### config.mk
export PLATFORM = sky130hd
export DESIGN_NAME = sink_capture_ctrl_flat
export DESIGN_NICKNAME = d
export VERILOG_FILES = /design/src/rtl/sink_capture_ctrl_if.sv /design/src/rtl/sink_capture_ctrl.sv /design/src/flat_wrapper.sv
export SDC_FILE = /design/constraint.sdc
export NUM_CORES = 1
export LEC_CHECK = 0
export ABC_CLOCK_PERIOD_IN_PS = 2250
export CAP_MARGIN = 20
export CELL_PAD_IN_SITES_DETAIL_PLACEMENT = 0
export CELL_PAD_IN_SITES_GLOBAL_PLACEMENT = 1
export CORE_ASPECT_RATIO = 0.6
export CORE_MARGIN = 2
export CORE_UTILIZATION = 34
export CTS_BUF_LIST = sky130_fd_sc_hd__clkbuf_4
export CTS_CLUSTER_DIAMETER = 150
export CTS_CLUSTER_SIZE = 14
export DETAILED_ROUTE_END_ITERATION = 16
export PLACE_DENSITY_LB_ADDON = 0.05
export SYNTH_ARGS = -nofsm -noshare
export SYNTH_HDL_FRONTEND = slang
export SYNTH_SLANG_ARGS = --single-unit
### constraint.sdc
create_clock -name clk -period 2.25 [get_ports clk]
set_input_delay 0.45 -clock clk [delete_from_list [all_inputs] [get_ports clk]]
set_output_delay 0.45 -clock clk [all_outputs]
set_load 0.03 [all_outputs]
### src/rtl/sink_capture_ctrl_if.sv
// Bus bundle between the capture sink, the upstream FIFO channels and the
// capture RAM. master = the capture controller, slave = FIFOs/RAM side.
interface sink_capture_ctrl_if #(
  parameter int DATA_WIDTH = 16,
  parameter int ADDR_WIDTH = 7,
  parameter int NUM_CH     = 2
);
  logic [NUM_CH-1:0]            rd_en_o;
  logic [NUM_CH-1:0]            empty_i;
  logic [NUM_CH*DATA_WIDTH-1:0] data_i;
  logic                         mem_we_o;
  logic [ADDR_WIDTH-1:0]        mem_addr_o;
  logic [DATA_WIDTH-1:0]        mem_data_o;

  modport master (
    output rd_en_o,
    input  empty_i,
    input  data_i,
    output mem_we_o,
    output mem_addr_o,
    output mem_data_o
  );

  modport slave (
    input  rd_en_o,
    output empty_i,
    output data_i,
    input  mem_we_o,
    input  mem_addr_o,
    input  mem_data_o
  );
endinterface

### src/rtl/sink_capture_ctrl.sv
// Multi-channel capture sink: drains one selected FIFO channel into sample
// memory from a base address, one-shot or as a ring buffer, with abort.
//
// state   | meaning
// S_IDLE  | waiting for start_i; configuration latched on start
// S_RUN   | issuing FIFO reads, writing returned samples
// S_DRAIN | no new reads; waiting for in-flight reads to be written
// S_DONE  | capture finished; done_o pulses on the following cycle
module sink_capture_ctrl #(
  parameter  int DATA_WIDTH = 16,
  parameter  int ADDR_WIDTH = 7,
  parameter  int NUM_CH     = 2,
  parameter  int RD_LAT     = 1,
  localparam int CH_W       = (NUM_CH > 1) ? $clog2(NUM_CH) : 1
) (
  input  logic                  clk,
  input  logic                  rstn,
  input  logic                  start_i,
  input  logic                  abort_i,
  input  logic                  circ_i,
  input  logic [CH_W-1:0]       ch_sel_i,
  input  logic [ADDR_WIDTH-1:0] base_i,
  input  logic [ADDR_WIDTH-1:0] len_i,
  sink_capture_ctrl_if.master   bus,
  output logic [ADDR_WIDTH-1:0] count_o,
  output logic                  busy_o,
  output logic                  wrapped_o,
  output logic                  done_o
);

  localparam logic [ADDR_WIDTH-1:0] ADDR_ONE = {{(ADDR_WIDTH-1){1'b0}}, 1'b1};

  typedef enum logic [1:0] {S_IDLE, S_RUN, S_DRAIN, S_DONE} state_t;

  state_t                r_state;
  logic                  r_circ;
  logic [CH_W-1:0]       r_sel;
  logic [ADDR_WIDTH-1:0] r_base;
  logic [ADDR_WIDTH-1:0] r_len;
  logic [ADDR_WIDTH-1:0] r_issued;
  logic [RD_LAT-1:0]     r_vld;

  logic                  w_empty_sel;
  logic [DATA_WIDTH-1:0] w_data;
  logic                  w_fire;

  // Select the latched channel's empty flag and read data.
  always_comb begin
    w_empty_sel = 1'b1;
    w_data      = '0;
    for (int c = 0; c < NUM_CH; c++) begin
      if (r_sel == c[CH_W-1:0]) begin
        w_empty_sel = bus.empty_i[c];
        w_data      = bus.data_i[c*DATA_WIDTH +: DATA_WIDTH];
      end
    end
  end

  // abort_i blocks a read in the very cycle it is raised.
  assign w_fire = (r_state == S_RUN) && !abort_i && !w_empty_sel && (r_issued < r_len);

  // Read enable is the only combinational output, one-hot on the selected channel.
  always_comb begin
    bus.rd_en_o = '0;
    for (int c = 0; c < NUM_CH; c++) begin
      if (w_fire && (r_sel == c[CH_W-1:0])) bus.rd_en_o[c] = 1'b1;
    end
  end

  // Control FSM, read-latency pipe and memory write stage.
  always_ff @(posedge clk or negedge rstn) begin
    if (!rstn) begin
      r_state        <= S_IDLE;
      r_circ         <= 1'b0;
      r_sel          <= '0;
      r_base         <= '0;
      r_len          <= '0;
      r_issued       <= '0;
      r_vld          <= '0;
      bus.mem_we_o   <= 1'b0;
      bus.mem_addr_o <= '0;
      bus.mem_data_o <= '0;
      count_o        <= '0;
      busy_o         <= 1'b0;
      wrapped_o      <= 1'b0;
      done_o         <= 1'b0;
    end else begin
      for (int k = RD_LAT - 1; k > 0; k--) r_vld[k] <= r_vld[k-1];
      r_vld[0]     <= w_fire;
      bus.mem_we_o <= r_vld[RD_LAT-1];
      done_o       <= (r_state == S_DONE);

      // Sample is valid on data_i now; it is written on the next cycle.
      if (r_vld[RD_LAT-1]) begin
        bus.mem_data_o <= w_data;
        bus.mem_addr_o <= r_base + count_o;
        if (r_circ && (count_o + ADDR_ONE == r_len)) begin
          count_o   <= '0;
          wrapped_o <= 1'b1;
        end else begin
          count_o <= count_o + ADDR_ONE;
        end
      end

      case (r_state)
        S_IDLE: begin
          if (start_i) begin
            r_circ    <= circ_i;
            r_sel     <= ch_sel_i;
            r_base    <= base_i;
            r_len     <= len_i;
            r_issued  <= '0;
            count_o   <= '0;
            wrapped_o <= 1'b0;
            if (len_i == '0) begin
              r_state <= S_DONE;
              busy_o  <= 1'b0;
            end else begin
              r_state <= S_RUN;
              busy_o  <= 1'b1;
            end
          end
        end
        S_RUN: begin
          if (w_fire) begin
            if (r_circ && (r_issued + ADDR_ONE == r_len)) r_issued <= '0;
            else                                          r_issued <= r_issued + ADDR_ONE;
          end
          if (abort_i || (!r_circ && (r_issued == r_len))) r_state <= S_DRAIN;
        end
        S_DRAIN: begin
          if (r_vld == '0) begin
            r_state <= S_DONE;
            busy_o  <= 1'b0;
          end
        end
        S_DONE: begin
          r_state <= S_IDLE;
          busy_o  <= 1'b0;
        end
        default: begin
          r_state <= S_IDLE;
          busy_o  <= 1'b0;
        end
      endcase
    end
  end

endmodule

### src/flat_wrapper.sv
// flat-port wrapper written by rule: the top's interface ports become plain ports
module sink_capture_ctrl_flat 
#(
  parameter  int DATA_WIDTH = 16,
  parameter  int ADDR_WIDTH = 7,
  parameter  int NUM_CH     = 2,
  parameter  int RD_LAT     = 1,
  localparam int CH_W       = (NUM_CH > 1) ? $clog2(NUM_CH) : 1
)
  (clk, rstn, start_i, abort_i, circ_i, ch_sel_i, base_i, len_i, count_o, busy_o, wrapped_o, done_o, bus_rd_en_o, bus_empty_i, bus_data_i, bus_mem_we_o, bus_mem_addr_o, bus_mem_data_o);
  sink_capture_ctrl_if #(.DATA_WIDTH(DATA_WIDTH), .ADDR_WIDTH(ADDR_WIDTH), .NUM_CH(NUM_CH)) bus_i ();
  input  logic clk;
  input  logic rstn;
  input  logic start_i;
  input  logic abort_i;
  input  logic circ_i;
  input  logic [CH_W-1:0] ch_sel_i;
  input  logic [ADDR_WIDTH-1:0] base_i;
  input  logic [ADDR_WIDTH-1:0] len_i;
  output logic [ADDR_WIDTH-1:0] count_o;
  output logic busy_o;
  output logic wrapped_o;
  output logic done_o;
  output wire logic [$bits(bus_i.rd_en_o)-1:0] bus_rd_en_o;
  input wire logic [$bits(bus_i.empty_i)-1:0] bus_empty_i;
  input wire logic [$bits(bus_i.data_i)-1:0] bus_data_i;
  output wire logic [$bits(bus_i.mem_we_o)-1:0] bus_mem_we_o;
  output wire logic [$bits(bus_i.mem_addr_o)-1:0] bus_mem_addr_o;
  output wire logic [$bits(bus_i.mem_data_o)-1:0] bus_mem_data_o;
  assign bus_rd_en_o = bus_i.rd_en_o;
  assign bus_i.empty_i = bus_empty_i;
  assign bus_i.data_i = bus_data_i;
  assign bus_mem_we_o = bus_i.mem_we_o;
  assign bus_mem_addr_o = bus_i.mem_addr_o;
  assign bus_mem_data_o = bus_i.mem_data_o;
  sink_capture_ctrl #(.DATA_WIDTH(DATA_WIDTH), .ADDR_WIDTH(ADDR_WIDTH), .NUM_CH(NUM_CH), .RD_LAT(RD_LAT)) u_core (.clk(clk), .rstn(rstn), .start_i(start_i), .abort_i(abort_i), .circ_i(circ_i), .ch_sel_i(ch_sel_i), .base_i(base_i), .len_i(len_i), .bus(bus_i), .count_o(count_o), .busy_o(busy_o), .wrapped_o(wrapped_o), .done_o(done_o));
endmodule
==> results of run 1 <==
## registers in the layout (all words and copies together), names as in the netlist
| signal | cells |
|---|---|
| u_core.bus.mem_addr_o | 7 |
| u_core.bus.mem_data_o | 16 |
| u_core.bus.mem_we_o | 1 |
| u_core.busy_o | 1 |
| u_core.count_o | 7 |
| u_core.done_o | 1 |
| u_core.r_base | 7 |
| u_core.r_circ | 1 |
| u_core.r_issued | 7 |
| u_core.r_len | 7 |
| u_core.r_sel | 1 |
| u_core.r_state | 2 |
| u_core.r_vld | 1 |
| u_core.wrapped_o | 1 |
## path summary, 6_finish.rpt
check / depth (start not counted) / slack, ps / startpoint / to
min reg2reg: 2 / 490 / u_core.bus.mem_addr_o[1] / u_core.bus.mem_addr_o[1]
max: 8 / -360 / u_core.r_len[6] / bus_rd_en_o[0]
max reg2reg: 9 / -50 / u_core.r_issued[1] / u_core.r_issued[6]
min: 2 / 490 / u_core.bus.mem_addr_o[1] / u_core.bus.mem_addr_o[1]
max in group asynchronous: 3 / 1360 / rstn / u_core.count_o[1]
min in group asynchronous: 3 / 560 / rstn / u_core.bus.mem_data_o[11]
## worst max-delay path, cell delays in order (launching register included)
cell	delay, ps
dfrtp_1	400
inv_2	80
ha_4	220
nand3_2	70
nand2_2	80
a2111oi_4	360
and2b_2	250
nor2b_4	150
buf_6	130
## power by group
group          leakage, nW  internal (mW)  switching (mW)
Combinational         1.42           1.54            1.71
Clock               0.0845          0.471           0.412
Sequential           0.737           1.48           0.267
Total                 2.24           3.49            2.39
## layout make-up
| class | instances | share of cell area, % |
|---|---|---|
| repair buffers | 135 | 24.7 |
| well taps | 135 | 3.34 |
| flip-flops and latches | 60 | 29.7 |
| inverters | 17 | 1.26 |
| clock buffers | 11 | 1.63 |
| multi-input cells | 254 | 37.9 |
| clock inverters | 5 | 1.51 |
## per-layer routing
metal,vias to the layer above,wire [um]
met1,1319,5150
met3,4,724
met4,0,59
li1,1467,-
met5,-,0
met2,87,3450
## through the flow
stage	instances	TNS [ps]
2_1_floorplan	347	0
5_1_grt	617	-1500
3_3_place_gp	590	-2540
3_5_place_dp	590	-3400
4_1_cts	610	-753
6_report	617	-861
## layout by cell type (no fill, tap or decap), types with 5 or more instances in the layout
master / instances
ha_1: 14
ha_4: 5
xnor2_1: 16
dfrtp_1: 58
nor3_1: 8
clkbuf_4: 11
clkdlybuf4s50_1: 86
a21oi_1: 22
o21ai_0: 11
mux2_2: 6
nand3_1: 6
nand2_1: 46
buf_4: 44
inv_1: 14
nor2_1: 27
xor2_1: 8
mux2i_1: 18
## cell families after synthesis
family          synth area share (%)
flops                           44.2
xor+xnor                        7.11
buf+inv                         4.02
mux                             7.30
compound gates                  12.2
fa+ha+maj                       7.59
simple gates                    17.6
## timing repair
item / 4_1_cts / 5_1_grt
setup endpoints to repair: 10 / 18
hold endpoints to repair: 0 / 3
hold buffers: 0 / 1
pin swaps: 3 / 11
setup buffers: 4 / 6
resized for setup: 13 / 19
==> summary.txt, run 1 <==
Run status
  • Status: finished, violations left
  • Failing checks: negative setup slack

Timing
  • RSZ-0062 raised after global routing: yes
  • Worst hold slack: 492 ps
  • Final hold violations: 0
  • Fin crit period: 2610 ps
  • Setup-failing EPs final: 6
  • Fin crit share: 116%
  • Max transition margin: 66.3%
  • Max Freq: 383 MHz
  • Setup slack after layout: -362 ps
  • Count of pins over their slew limit: 0
  • Clock skew: 14.4 ps
  • Slew @ Worst Pin: 505 ps

Cells and area
  • Area of the multi-input gates: 1920 um^2
  • Fillers: 893
  • Sequential Area: 1500 um^2
  • N_diodes: 0
  • Share of cells above drive strength 1: 21.0%
  • Nets: 551
  • Fin util: 51.8%
  • Area added between synthesis and finish: 49.0%
  • Final Instance Area: 5060 um^2

Synth
  • Top-count cell post-synth: dfrtp_1
  • Post-synthesis cell area: 3400 um^2
  • Gate count of the mapped netlist: 347
  • Syn_nets: 421
  • Synth Flop Type: dfrtp_1
  • Ys async rst share: 100%
  • Top cells by count, synth: dfrtp_1, nand2_1, nor2_1
  • Synth area leaders: dfrtp_1, ha_1, mux2i_1, nand2_1, xnor2_1
  • Unique masters post-synth: 53
  • Synth Area per Inst: 9.79 um^2
  • Synthesis Warnings: 0
  • Post-synth EDFFs: 0
  • Register bit total from synthesis: 60
  • Area fraction of the dominant cell type after synthesis: 44.2%
  • Sequential-to-total area share from yosys stat: 44.2%
  • Cell taking the most area after synthesis: dfrtp_1

Clocking
  • CTS clock-pin slew for the worst setup and hold paths: 110 ps
  • Clk buf depth: 2
  • Root Buffer: clkbuf_4
  • Clock sinks: 60
  • CTS H-tree lvls: 3
  • CTS tree: yes
  • Worst-Skew Late Latency: 410 ps
  • CTS buffer count: 9

Die
  • I/O Pins: 90
  • Die ar.: 10800 um^2
  • Core ar.: 9770 um^2
  • Die X: 133 um
  • Row count: 28
  • Initial Util: 34.7%
  • Die Height: 81.4 um

GRT
  • Global Route Usage Sum: 17.9%
  • Pin count of the biggest net entering global routing: 61
  • Vias in the first global route: 2696
  • Grt ovf: 0
  • Met2 Use GR: 22.7%
  • GRT met3 Usage: 7.04%
  • First-pass GRT wire length: 14600 um
  • Most used routing layer in global routing: met1
  • Initial antenna violation count: 0
  • Met1 usage: 27.2%

Worst setup path
  • Worst EP required: 1800 ps
  • Critical path arrival: 2160 ps
  • Max FO, Critical Path: 3
  • WS Path Type: register to primary output
  • CP endpoint kind: primary output
  • Startpoint Class: register

Detailed routing
  • Vias per cell: 4.66
  • DRT Pass-1 Iters: 4
  • Final WL: 9390 um
  • Initial drt markers: 133
  • DRC errors left: 0
  • Post-route ant nets: 0
  • DR WL/cell: 15.2 um
  • Vias: 2877

Placement
  • RD Place Congestion: 0.725
  • I/O Buffers: 89
  • Post-DP HPWL: 6780 um
  • Dpl cell area: 4650 um^2
  • Pre-CTS WS: -431 ps

Run
  • Max Cap Viol: 0

Power
  • Tot Pwr: 5.88 mW
  • Worst VDD drop: 463 uV
  • Cell area power density: 1160 nW/um^2
  • Leakage power: 2.24 nW

Hold path
  • Hold WC Path Type: register to register
No activity file was read; power rests on OpenSTA's default activity.
==> run 2: changes to the inputs <==
--- a/config.mk
+++ b/config.mk
@@ -17,6 +17,8 @@
 export CTS_CLUSTER_SIZE = 14
 export DETAILED_ROUTE_END_ITERATION = 16
 export PLACE_DENSITY_LB_ADDON = 0.05
+export RECOVER_POWER = 50
+export REMOVE_ABC_BUFFERS = 1
 export SYNTH_ARGS = -nofsm -noshare
 export SYNTH_HDL_FRONTEND = slang
 export SYNTH_SLANG_ARGS = --single-unit
==> summary.txt, run 2 (synthesis gave the netlist of run 1 again) <==
Run status
  • Failing checks: max-capacitance violations, max-slew violations, negative setup slack
  • Status: finished, violations left

Die
  • Initial Util: 34.7%
  • I/O Pins: 90
  • Row count: 28
  • Core ar.: 9770 um^2
  • Die ar.: 10800 um^2
  • Die X: 133 um
  • Die Height: 81.4 um

Cells and area
  • Commonest non-fill, non-tap cell in the layout: clkdlybuf4s50_1
  • Fillers: 891
  • Final Instance Area: 4910 um^2
  • N_diodes: 0
  • Share of cells above drive strength 1: 18.9%
  • Most frequent cells in the layout: clkdlybuf4s50_1, dfrtp_1, nand2_1
  • Nets: 544
  • Fin util: 50.2%
  • Largest Register: u_core.bus.mem_data_o
  • Largest register FFs: 16
  • Final Non-Filler Cells: 610
  • Area added between synthesis and finish: 44.6%

Detailed routing
  • DR WL/cell: 15.1 um
  • Vias: 2884
  • Post-route ant nets: 0
  • Final WL: 9190 um
  • DRC errors left: 0
  • Vias per cell: 4.73
  • DRT Pass-1 Iters: 4
  • Initial drt markers: 114

Hold path
  • Hold WC Path Type: primary input to asynchronous set/reset pin

Worst setup path
  • Reg2reg setup slack: -50 ps
  • CP endpoint kind: primary output
  • Max FO, Critical Path: 4
  • Worst R2R Start: u_core.r_issued[1]
  • R2R cell count: 11
  • Worst EP required: 1800 ps
  • Critical path arrival: 2170 ps
  • WS Path Type: register to primary output
  • Startpoint Class: register
  • Worst r2r dst: u_core.r_issued[4]

GRT
  • Pin count of the biggest net entering global routing: 61
  • Vias in the first global route: 2831
  • Initial antenna violation count: 0
  • First-pass GRT wire length: 15000 um
  • Global Route Usage Sum: 18.3%
  • Grt ovf: 0

Power
  • Cell Int Power: 3.18 mW
  • Cell area power density: 1130 nW/um^2
  • Net Sw Power: 2.37 mW
  • Gate power share: 57.6%
  • Register share of total power: 31.1%
  • Tot Pwr: 5.55 mW
  • Leakage power: 2.18 nW
  • Worst VDD drop: 479 uV
  • Clk network pwr share: 11.3%
  • Switching share of total power: 42.7%

Placement
  • I/O Buffers: 89
  • Post-DP HPWL: 6780 um
  • Placed insts: 588
  • RD Place Congestion: 0.755
  • Dpl cell area: 4630 um^2

Clocking
  • CTS buffer count: 9
  • Worst-Skew Late Latency: 420 ps
  • CTS clock-pin slew for the worst setup and hold paths: 100 ps
  • Root Buffer: clkbuf_4
  • Clk buf depth: 2
  • CTS H-tree lvls: 3
  • CTS tree: yes
  • Clock sinks: 60

Timing
  • Count of pins over their slew limit: 61
  • Final hold violations: 0
  • Setup slack after layout: -365 ps
  • Clock skew: 9.61 ps
  • Setup-failing EPs final: 8
  • Fin crit period: 2620 ps
  • RSZ-0062 raised after global routing: yes
  • Max transition margin: -4.53%
  • Slew @ Worst Pin: 1570 ps
  • Fin crit share: 116%
  • Max Freq: 382 MHz

Run
  • Max Cap Viol: 1
-- run 2: per-stage QoR --
| step | hold WS (ps) | setup TNS, ps | worst slack [ps] |
|---|---|---|---|
| floorplan | 154 | -1270 | -413 |
| global placement | 463 | -2080 | -303 |
| detailed placement | 472 | -2300 | -321 |
| CTS | 13.4 | -822 | -413 |
| global route | 522 | -1990 | -481 |
| finish | 480 | -882 | -365 |
-- run 2: critical path, stage by stage, from the launching register on --
cell and delay [ps]:
dfrtp_1 400, buf_6 130, ha_4 250, nor2b_4 120, o211ai_1 120, a21oi_2 170
and2b_2 270, and2_4 160, buf_6 130
-- run 2: routing by layer --
metal	global-route usage (%)	vias up	share of wire (%)	wire length [um]
met4	5.38	0	1.0	95
met5	0	-	0	0
met2	24.9	76	39	3630
li1	-	1451	-	-
met1	25.7	1347	50	4570
met3	8.58	10	9.8	896
-- run 2: cell type report --
type | count | area (um^2) | share of cell area (%)
tap | 135 | 169 | 3.44
multi-input combinational | 254 | 1880 | 38.4
clock buffer | 9 | 67.6 | 1.38
inverter | 17 | 63.8 | 1.30
timing repair buffer | 128 | 1190 | 24.2
sequential | 60 | 1500 | 30.6
clock inverter | 7 | 33.8 | 0.688
-- run 2: repair_timing --
action                     in CTS  in global routing
setup endpoints to repair      11                 14
gates resized for setup        16                 18
pin swaps                       4                  5
hold buffers                    0                  0
buffers inserted                3                  3
-- run 2: worst max-delay path by stage --
stage | slack [ps] | startpoint | depth (start not counted) | end
2_1_floorplan | -410 | u_core.r_sel | 5 | bus_rd_en_o[0]
3_3_place_gp | -300 | bus_empty_i[1] | 8 | bus_rd_en_o[0]
3_5_place_dp | -320 | bus_empty_i[1] | 8 | bus_rd_en_o[0]
4_1_cts | -410 | u_core.r_issued[1] | 8 | bus_rd_en_o[0]
5_1_grt | -480 | u_core.r_issued[1] | 8 | bus_rd_en_o[0]
6_report | -370 | u_core.r_issued[1] | 8 | bus_rd_en_o[1]
-- run 2: power groups by stage --
stage / clock [mW] / sequential [mW] / combinational, mW
detailed placement: 0 / 1.74 / 2.97
floorplan: 0 / 2.25 / 1.25
CTS: 0.662 / 1.73 / 3.10
finish: 0.628 / 1.73 / 3.20
global placement: 0 / 1.72 / 2.95
global route: 0.701 / 1.79 / 3.51
==> run 3: changes to the inputs <==
--- a/config.mk
+++ b/config.mk
@@ -7,11 +7,9 @@
 export LEC_CHECK = 0
 export ABC_CLOCK_PERIOD_IN_PS = 2250
 export CAP_MARGIN = 20
-export CELL_PAD_IN_SITES_DETAIL_PLACEMENT = 0
-export CELL_PAD_IN_SITES_GLOBAL_PLACEMENT = 1
 export CORE_ASPECT_RATIO = 0.6
 export CORE_MARGIN = 2
-export CORE_UTILIZATION = 34
+export CORE_UTILIZATION = 46
 export CTS_BUF_LIST = sky130_fd_sc_hd__clkbuf_4
 export CTS_CLUSTER_DIAMETER = 150
 export CTS_CLUSTER_SIZE = 14
==> summary.txt, run 3 (synthesis gave the netlist of run 1 again) <==
Cells and area
  • Sequential Area: 1500 um^2
  • Final Instance Area: 4690 um^2
  • Commonest non-fill, non-tap cell in the layout: clkdlybuf4s50_1
  • Nets: 530
  • N_diodes: 0
  • Area of the multi-input gates: 1830 um^2
  • Area added between synthesis and finish: 38.2%
  • Largest Register: u_core.bus.mem_data_o
  • Fillers: 624
  • Largest register FFs: 16
  • Most frequent cells in the layout: clkdlybuf4s50_1, dfrtp_1, nand2_1
  • Share of cells above drive strength 1: 15.4%

Die
  • Initial Util: 47.1%
  • Core ar.: 7210 um^2
  • Die ar.: 8110 um^2
  • Row count: 24
  • Die Height: 70.6 um
  • Die X: 115 um
  • I/O Pins: 90

Worst setup path
  • Dominant delay contributor by cell family on the critical path: simple AND/OR/NAND/NOR gates
  • Worst EP required: 1800 ps
  • WS Path Type: register to primary output
  • Slowest cell on the critical path: dfrtp_1
  • Critical path arrival: 2170 ps
  • Max FO, Critical Path: 4
  • Crit path buffers/inverters: 3
  • Startpoint Class: register
  • CP Depth: 9
  • R2R cell count: 9
  • Max incr delay on CP: 400 ps
  • CP Launch Point: u_core.r_len[6]
  • CP endpoint kind: primary output
  • Worst R2R Start: u_core.r_len[6]
  • Crit-path cells: inv_2, ha_4, nand3_2, nand2_2, a2111oi_4, buf_4, and2b_2, nor2b_4, buf_6

Timing
  • Setup slack after layout: -366 ps
  • Count of pins over their slew limit: 0
  • RSZ-0062 raised after global routing: yes
  • Fin crit period: 2620 ps
  • Max transition margin: 0.0421%
  • TNS Setup: -718 ps
  • Final hold violations: 0
  • Setup-failing EPs final: 2
  • Max Freq: 382 MHz
  • Slew @ Worst Pin: 1500 ps
  • Fin crit share: 116%
  • Clock skew: 11.7 ps

Detailed routing
  • DRT Pass-1 Iters: 4
  • DR WL/cell: 15.3 um
  • DRC errors left: 0
  • Post-route ant nets: 0
  • Vias per cell: 5.22
  • Initial drt markers: 168
  • Final WL: 8440 um
  • Vias: 2879

GRT
  • Vias in the first global route: 2829
  • Grt ovf: 0
  • First-pass GRT wire length: 13900 um
  • Initial antenna violation count: 0
  • Pin count of the biggest net entering global routing: 61
  • Global Route Usage Sum: 22.3%

Placement
  • RD Place Congestion: 0.833
  • I/O Buffers: 89
  • Dpl cell area: 4520 um^2
  • Post-DP HPWL: 6350 um

Power
  • Worst VDD drop: 614 uV
  • Leakage power: 2.10 nW
  • Cell area power density: 1130 nW/um^2

Clocking
  • Clk buf depth: 2
  • Clock sinks: 60
  • Worst-Skew Late Latency: 420 ps
  • Post CTS Setup Buffer Count: 0
  • CTS clock-pin slew for the worst setup and hold paths: 100 ps
  • Hold_buf cts: 0
  • CTS H-tree lvls: 3
  • Root Buffer: clkbuf_4
  • CTS buffer count: 9
  • CTS tree: yes

Run status
  • Status: finished, violations left
  • Failing checks: max-capacitance violations, negative setup slack

Hold path
  • Hold WC Path Type: primary input to asynchronous set/reset pin

Run
  • Max Cap Viol: 1
-- run 3: cell count changes in the layout (fill, tap and decap cells not counted), sizes merged --
cell,change
clkbuf,+1
buf,-13
clkinv,-3
clkinvlp,+1
-- run 3: metrics by stage --
| step | utilization, % | setup WS, ps | std cells | hold WS (ps) | total power [mW] |
|---|---|---|---|---|---|
| 2_1_floorplan | - | -413 | 331 | 154 | 3.50 |
| 3_3_place_gp | 62.7 | -279 | 536 | 463 | 4.55 |
| 3_5_place_dp | 62.7 | -295 | 536 | 474 | 4.60 |
| 4_1_cts | 64.8 | -402 | 552 | 2.31 | 5.32 |
| 5_1_grt | 65.1 | -497 | 552 | 522 | 5.69 |
| 6_report | 65.1 | -366 | 552 | 448 | 5.30 |
-- run 3: worst paths after layout --
| path | end | slack, ps |
|---|---|---|
| max in group asynchronous | u_core.r_issued[2] | 790 |
| hold reg to reg | u_core.bus.mem_addr_o[4] | 500 |
| setup reg to reg | u_core.r_issued[6] | 90 |
| setup / recovery | bus_rd_en_o[0] | -370 |
| hold / removal | u_core.bus.mem_data_o[7] | 450 |
| min in group clk | u_core.bus.mem_addr_o[4] | 500 |
-- run 3: where the power goes --
part           switching [mW]  leakage, nW  internal [mW]
clock                   0.412       0.0603          0.244
sequential              0.253        0.738           1.47
combinational            1.60         1.30           1.32
total                    2.26         2.10           3.04
-- run 3: final cells by class --
type                       instances  area share, %
multi-input combinational        254           39.0
clock buffer                      11           1.76
clock inverter                     5          0.613
sequential                        60           32.0
timing repair buffer             114           22.8
tap                               91           2.43
inverter                          17           1.36
-- run 3: repair_timing --
action                     in CTS  in global routing
setup endpoints to repair       7                 17
gates resized for setup         9                 13
pin swaps                       1                  1
-- run 3: per-layer routing --
layer  part of all wire (%)  global-route usage (%)  vias up
li1                       -                       -     1422
met1                     50                    31.9     1362
met2                     42                    31.6       86
met3                    7.7                    8.57        9
met4                   0.97                    6.56        0
met5                      0                       0        -
